[src/rtl/regfile_2w2r.sv]
// Two-write / two-read register file with a self-zeroing clear sweep after reset or clr.
// Optional same-cycle write-to-read forwarding is compiled in with `define REGFILE_BYPASS_EN.
//
// state | meaning
// CLEAR | sweeping zeros into every register; ports ignored; busy=1
// READY | normal read/write operation
module regfile_2w2r #(
    parameter int DATA_W   = 32,
    parameter int ADDR_W   = 5,
    parameter int ZERO_REG = 1
) (
    input  logic              clk,
    input  logic              rst,
    input  logic              clr,
    input  logic              w0_en,
    input  logic [ADDR_W-1:0] w0_addr,
    input  logic [DATA_W-1:0] w0_data,
    input  logic              w1_en,
    input  logic [ADDR_W-1:0] w1_addr,
    input  logic [DATA_W-1:0] w1_data,
    input  logic              r0_en,
    input  logic [ADDR_W-1:0] r0_addr,
    input  logic              r1_en,
    input  logic [ADDR_W-1:0] r1_addr,
    output logic [DATA_W-1:0] r0_data,
    output logic              r0_valid,
    output logic [DATA_W-1:0] r1_data,
    output logic              r1_valid,
    output logic              busy
);

    localparam int DEPTH = 2 ** ADDR_W;

    typedef enum logic {
        CLEAR = 1'b0,
        READY = 1'b1
    } state_t;

    state_t            state;
    state_t            state_nxt;
    logic [ADDR_W-1:0] sweep_cnt;
    logic              sweep_done;
    logic              ready;
    logic              w0_ok;
    logic              w1_ok;
    logic [DATA_W-1:0] r0_rd;
    logic [DATA_W-1:0] r1_rd;
    logic [DATA_W-1:0] mem [DEPTH];

    assign sweep_done = (sweep_cnt == ADDR_W'(DEPTH - 1));
    assign ready      = (state == READY);
    assign busy       = (state == CLEAR);

    always_ff @(posedge clk or posedge rst) begin
        if (rst) begin
            state <= CLEAR;
        end else begin
            state <= state_nxt;
        end
    end

    always_comb begin
        state_nxt = state;
        case (state)
            CLEAR:   if (sweep_done) state_nxt = READY;
            READY:   if (clr)        state_nxt = CLEAR;
            default:                 state_nxt = CLEAR;
        endcase
    end

    // Counter parks at zero in READY so a later clr sweep starts at address 0.
    always_ff @(posedge clk or posedge rst) begin
        if (rst) begin
            sweep_cnt <= '0;
        end else if (state == CLEAR) begin
            sweep_cnt <= sweep_cnt + 1'b1;
        end else begin
            sweep_cnt <= '0;
        end
    end

    assign w0_ok = ready && w0_en && !((ZERO_REG != 0) && (w0_addr == '0));
    assign w1_ok = ready && w1_en && !((ZERO_REG != 0) && (w1_addr == '0));

    // Storage has no reset; port 1 is assigned last so it wins a collision.
    always_ff @(posedge clk) begin
        if (state == CLEAR) begin
            mem[sweep_cnt] <= '0;
        end else begin
            if (w0_ok) mem[w0_addr] <= w0_data;
            if (w1_ok) mem[w1_addr] <= w1_data;
        end
    end

    always_comb begin
        r0_rd = mem[r0_addr];
`ifdef REGFILE_BYPASS_EN
        if (w0_ok && (w0_addr == r0_addr)) r0_rd = w0_data;
        if (w1_ok && (w1_addr == r0_addr)) r0_rd = w1_data;
`endif
        if ((ZERO_REG != 0) && (r0_addr == '0)) r0_rd = '0;
    end

    always_comb begin
        r1_rd = mem[r1_addr];
`ifdef REGFILE_BYPASS_EN
        if (w0_ok && (w0_addr == r1_addr)) r1_rd = w0_data;
        if (w1_ok && (w1_addr == r1_addr)) r1_rd = w1_data;
`endif
        if ((ZERO_REG != 0) && (r1_addr == '0)) r1_rd = '0;
    end

    always_ff @(posedge clk or posedge rst) begin
        if (rst) begin
            r0_data  <= '0;
            r0_valid <= 1'b0;
            r1_data  <= '0;
            r1_valid <= 1'b0;
        end else begin
            r0_valid <= ready && r0_en;
            r1_valid <= ready && r1_en;
            if (ready && r0_en) r0_data <= r0_rd;
            if (ready && r1_en) r1_data <= r1_rd;
        end
    end

endmodule

[config.mk]
export PLATFORM = sky130hd
export DESIGN_NAME = regfile_2w2r
export DESIGN_NICKNAME = d
export VERILOG_FILES = /design/src/rtl/regfile_2w2r.sv
export SDC_FILE = /design/constraint.sdc
export NUM_CORES = 2
export LEC_CHECK = 0
export BUFFER_PORTS_ARGS = -buffer_cell sky130_fd_sc_hd__buf_4
export CAP_MARGIN = 20
export CORE_ASPECT_RATIO = 0.5
export CORE_MARGIN = 2
export CORE_UTILIZATION = 62
export CTS_CLUSTER_SIZE = 10
export DETAILED_ROUTE_END_ITERATION = 8
export PLACE_DENSITY_LB_ADDON = 0.1
export SLEW_MARGIN = 20
export SYNTH_ARGS = -nofsm -noshare
export SYNTH_HDL_FRONTEND = slang
export SYNTH_SLANG_ARGS = --single-unit
export TNS_END_PERCENT = 1
[constraint.sdc]
create_clock -name clk -period 4.5 [get_ports clk]
set_input_delay 0.45 -clock clk [delete_from_list [all_inputs] [get_ports clk]]
set_output_delay 0.45 -clock clk [all_outputs]
set_load 0.05 [all_outputs]
### Word level (Yosys, flattened, before mapping)

Memories as Yosys holds them, arrays and structs flattened.
Index checks and enable logic that the tools add are counted.

| word-level totals | value |
|---|---|
| memories | 1 |
| output and inout bits | 67 |
| flip-flop bits (word level) | 72 |
| memory bits (writable) | 1024 |

Memory list:

| memory | depth | width | rd ports | clocked after Yosys merged registers in | write ports | line | source |
|---|---|---|---|---|---|---|---|
| mem | 32 | 32 | 2 | 0 | 2 | 48 | `logic [DATA_W-1:0] mem [DEPTH];` |

| operators by class | value |
|---|---|
| bitwise operators | 1 |
| equal/unequal tests | 1 |
| add/subtract/negate cells | 1 |
| reductions and logical operators | 13 |
| muxes and demuxes | 16 |

Operators by type and width:

| cell | count |
|---|---|
| 2-to-1 mux 32 bit | 3 |
| OR reduction 32 bit | 1 |
| zero test 5 bit | 4 |
| 2-to-1 mux 1 bit | 10 |
| 2-to-1 mux 5 bit | 2 |
| logical AND 1 bit | 6 |
| adder 5 x 1 -> 5 bit (second input constant) | 1 |
| == test 5 bit (second input constant) | 1 |
| zero test 1 bit | 2 |
| one-hot mux 1 bit (2 select lines) | 1 |
| NOT 1 bit | 1 |

### Depth between registers and ports, before layout

| depth | value |
|---|---|
| word-level depth | 8 |
| gate-level depth with buffers | 9 |

### Worst setup path before layout

OpenSTA, ideal clock, no wires.

| timing path | value |
|---|---|
| path kind | register -> register |
| start point | reg state (netlist: ready) |
| end point | mem mem[25][0] (enable) |
| setup time | 0.433 ns |
| data arrival time | 2.916 ns |
| period minus slack after synthesis | 3.349 ns |
| required time | 4.067 ns |
| cell stages (with the launch flop) | 5 |
| slack | 1.151 ns |
| path buffers | 1 |
| path through | dfrtp_1 > buf_4 > inv_1 > a31oi_1 > o22ai_1 |

RTL lines:

| item | line | source |
|---|---|---|
| start, declared | 39 | `state_t state;` |
| start signal, assigned | 58 | `state <= state_nxt;` |
| end, declared | 48 |  |

==> summary.txt <==
Row count: 81
FF+latch area: 32,550 um2
Ys Warns: 0
Sequential Power Share: 0.463
R2R Setup Slk: 1200 ps
Port Buffers: 157
Clock share of power: 0.310
Max cap viols: 0
Routed wire per std cell: 32.62 um
Vias/cell: 7.142
Worst endpoint data arrival time: 3660 ps
Setup_tns: 0 ps
Starting Density: 0.6278
Vias: 47,640
CTS tree: built
Yosys cell types: 59
Peak VDD IR: 0.2965 mV
Setup bufs post-CTS: 0
DR iter-0 viols: 8,555
Slew Viols, Final: 0
Post-synthesis adder-cell area fraction: 0.0004067
Hold_buf cts: 2
Pleak: 22.66 nW
Startpoint types: flip-flop
Cell internal pwr: 19.90 mW
Synth Area in Compound Gates: 0.1285
Largest family of logic cells by synthesized area: multiplexers
Drt pass-1 iters: 9
CTS Buf Count: 119
Global-route wire length before repair: 309.1 mm
Post-DP HPWL: 130.0 mm
Synth top cells by count: nand2_1 (1,226), edfxtp_1 (1,024), o21ai_0 (980)
Sw frac: 0.3223
Drt drc: 0
Worst hold path type: in2reg
I/O pin cnt: 158
Xor/xnor share of the synthesized area: 0.0002847
Clock Latency Late Sink: 750 ps
Filler Cells Inserted: 7,068
Total Power: 29.37 mW
RSZ-0062 raised after global routing: false
Flops & latches, synth: 1,096
Syn-to-layout area delta: 9.204%
Slew @ Worst Pin: 1147 ps
RePlAce Congestion: 1.002
Synth area leaders: edfxtp_1 (50%), mux4_2 (12%), o21ai_0 (8.0%)
Post-synthesis instance area: 61,520 um2
Share of cells above drive strength 1: 0.1889
Comb pwr share: 0.228
Largest net degree at the start of global routing: 104
Vias in the first global route: 45,830
Post-Syn Nets: 5,517
Chip Width: 449.5 um
Power per Cell Area: 437.1 nW/um2
Critical path endpoint category: flip-flop
Top-count cell post-synth: nand2_1
Max Clock Skew: 46.78 ps
Gate count of the mapped netlist: 5,424
Endpoints failing hold: 0
Die H: 226.7 um
Top-area cell type share of the netlist area: 0.4998
Post-synthesis mux area share: 0.1821
Avg Cell Area, Syn: 11.34 um2
Dominant cell type by area after synthesis: edfxtp_1
NetSw: 9.465 mW
Req. time, crit path: 4850 ps
Min Clock Period, post-route: 3304 ps
Nets: 5,351
Post-synthesis sequential area ratio: 0.5291
All-layer global routing usage: 0.4256
Antenna violations before repair: 18
Clock slew at reported path FFs: 60 ps
Post-synth EDFFs: 1,024
Synth Area in Simple Gates: 0.1096
CP Class: reg2reg
Final ANT Viol Nets: 0
CTS H-tree depth: 3
Cts repair resizes: 0
Clock Path Buffers: 3
Maximum clock frequency: 302.6 MHz
Root buf cell: clkbuf_16
Multi-input gate area: 26,530 um2
Core Region: 98,000 um2
Critical path peak fanout: 32
Post-Route WL: 217.6 mm
Fin crit share: 0.7343
Main synth FF type: edfxtp_1
CTS Sinks: 1,096
GRT overflow: 0
Status: completed
Setup Viol. Count Final: 0
Ys async rst share: 0.06569
Layout Utilization: 0.6856
Slew margin rel.: 0.2339
Full die area: 101,900 um2
==> final timing paths <==
check                             from          end  cells past startpoint
max                              ready  mem[10][20]                      6
min                        w0_data[21]   mem[0][21]                      4
max reg2reg                      ready  mem[10][20]                      6
min reg2reg                 r1_data[1]   r1_data[1]                      1
max in group asynchronous          rst  r1_data[23]                      4
min in group asynchronous          rst     r0_valid                      3
==> placed cells by master (no fill, tap or decap), types with 62 or more instances in the layout <==
master,netlist,routed
clkbuf_16,0,122
nor3_1,80,68
mux4_2,320,320
a211oi_1,70,70
nor2b_1,68,64
mux2i_1,260,260
nand2b_1,67,67
a32o_1,62,62
mux2_2,124,124
buf_4,54,315
edfxtp_1,1024,1024
dfrtp_1,72,72
nand3_1,69,67
nand2_1,1226,1212
clkbuf_1,378,74
o21ai_0,980,980
==> metrics by stage <==
| step | std cells | hold WS [ps] | cell area [um2] | setup slack, ps |
|---|---|---|---|---|
| 4_1_cts | 6664 | 234.6 | 67150 | 1269 |
| 3_5_place_dp | 6463 | 487.8 | 63750 | 1246 |
| 3_3_place_gp | 6461 | 479.4 | 63690 | 1238 |
| 6_report | 6670 | 290.0 | 67190 | 1196 |
| 5_1_grt | 6670 | 293.2 | 67190 | 1065 |
| 2_1_floorplan | 5424 | 479.6 | 61520 | 1151 |
==> worst max-delay path: stages (launching register included) <==
cell and delay [ps]:
dfrtp_1 630, nand2_1 250, a21o_1 230, a22o_1 180, nand2b_1 630, o21bai_4 320
buf_4 640
==> sequential cells by signal, indices dropped and copies added, names as in the netlist <==
register and count:
ready 1, mem 1024, r0_valid 1, r1_data 32, sweep_cnt 5, r1_valid 1
r0_data 32
==> logic make-up after synthesis <==
group	after synthesis
flops	1096
fa+ha+maj	2
buf+inv	672
xor+xnor	2
mux	704
compound gates	1367
simple gates	1581
==> power groups by stage <==
stage | registers [mW] | clock network, mW | logic [mW]
finish | 13.6 | 9.09 | 6.69
detailed placement | 13.8 | 0 | 6.43
global placement | 13.7 | 0 | 6.32
floorplan | 14.4 | 0 | 2.96
CTS | 13.6 | 9.04 | 6.45
global route | 13.7 | 9.43 | 6.84
==> per-layer routing <==
layer / vias to the layer above / share of wire / global-route usage
met2: 3943 / 0.41 / 0.5919
met5: - / 0.0015 / 0.01894
met1: 23100 / 0.35 / 0.5738
met3: 691 / 0.19 / 0.2027
li1: 19890 / - / -
met4: 14 / 0.044 / 0.1705
==> cell type report <==
class                           count  share of cell area
Tap cell                         1328             0.02473
Antenna cell                        6           0.0002235
Inverter                           41            0.002309
Clock buffer                      197             0.04978
Sequential cell                  1096              0.4845
Multi-Input combinational cell   3656              0.3948
Timing Repair Buffer              344             0.04309
Clock inverter                      2           0.0005401
Power figures use the tool's default switching activity.
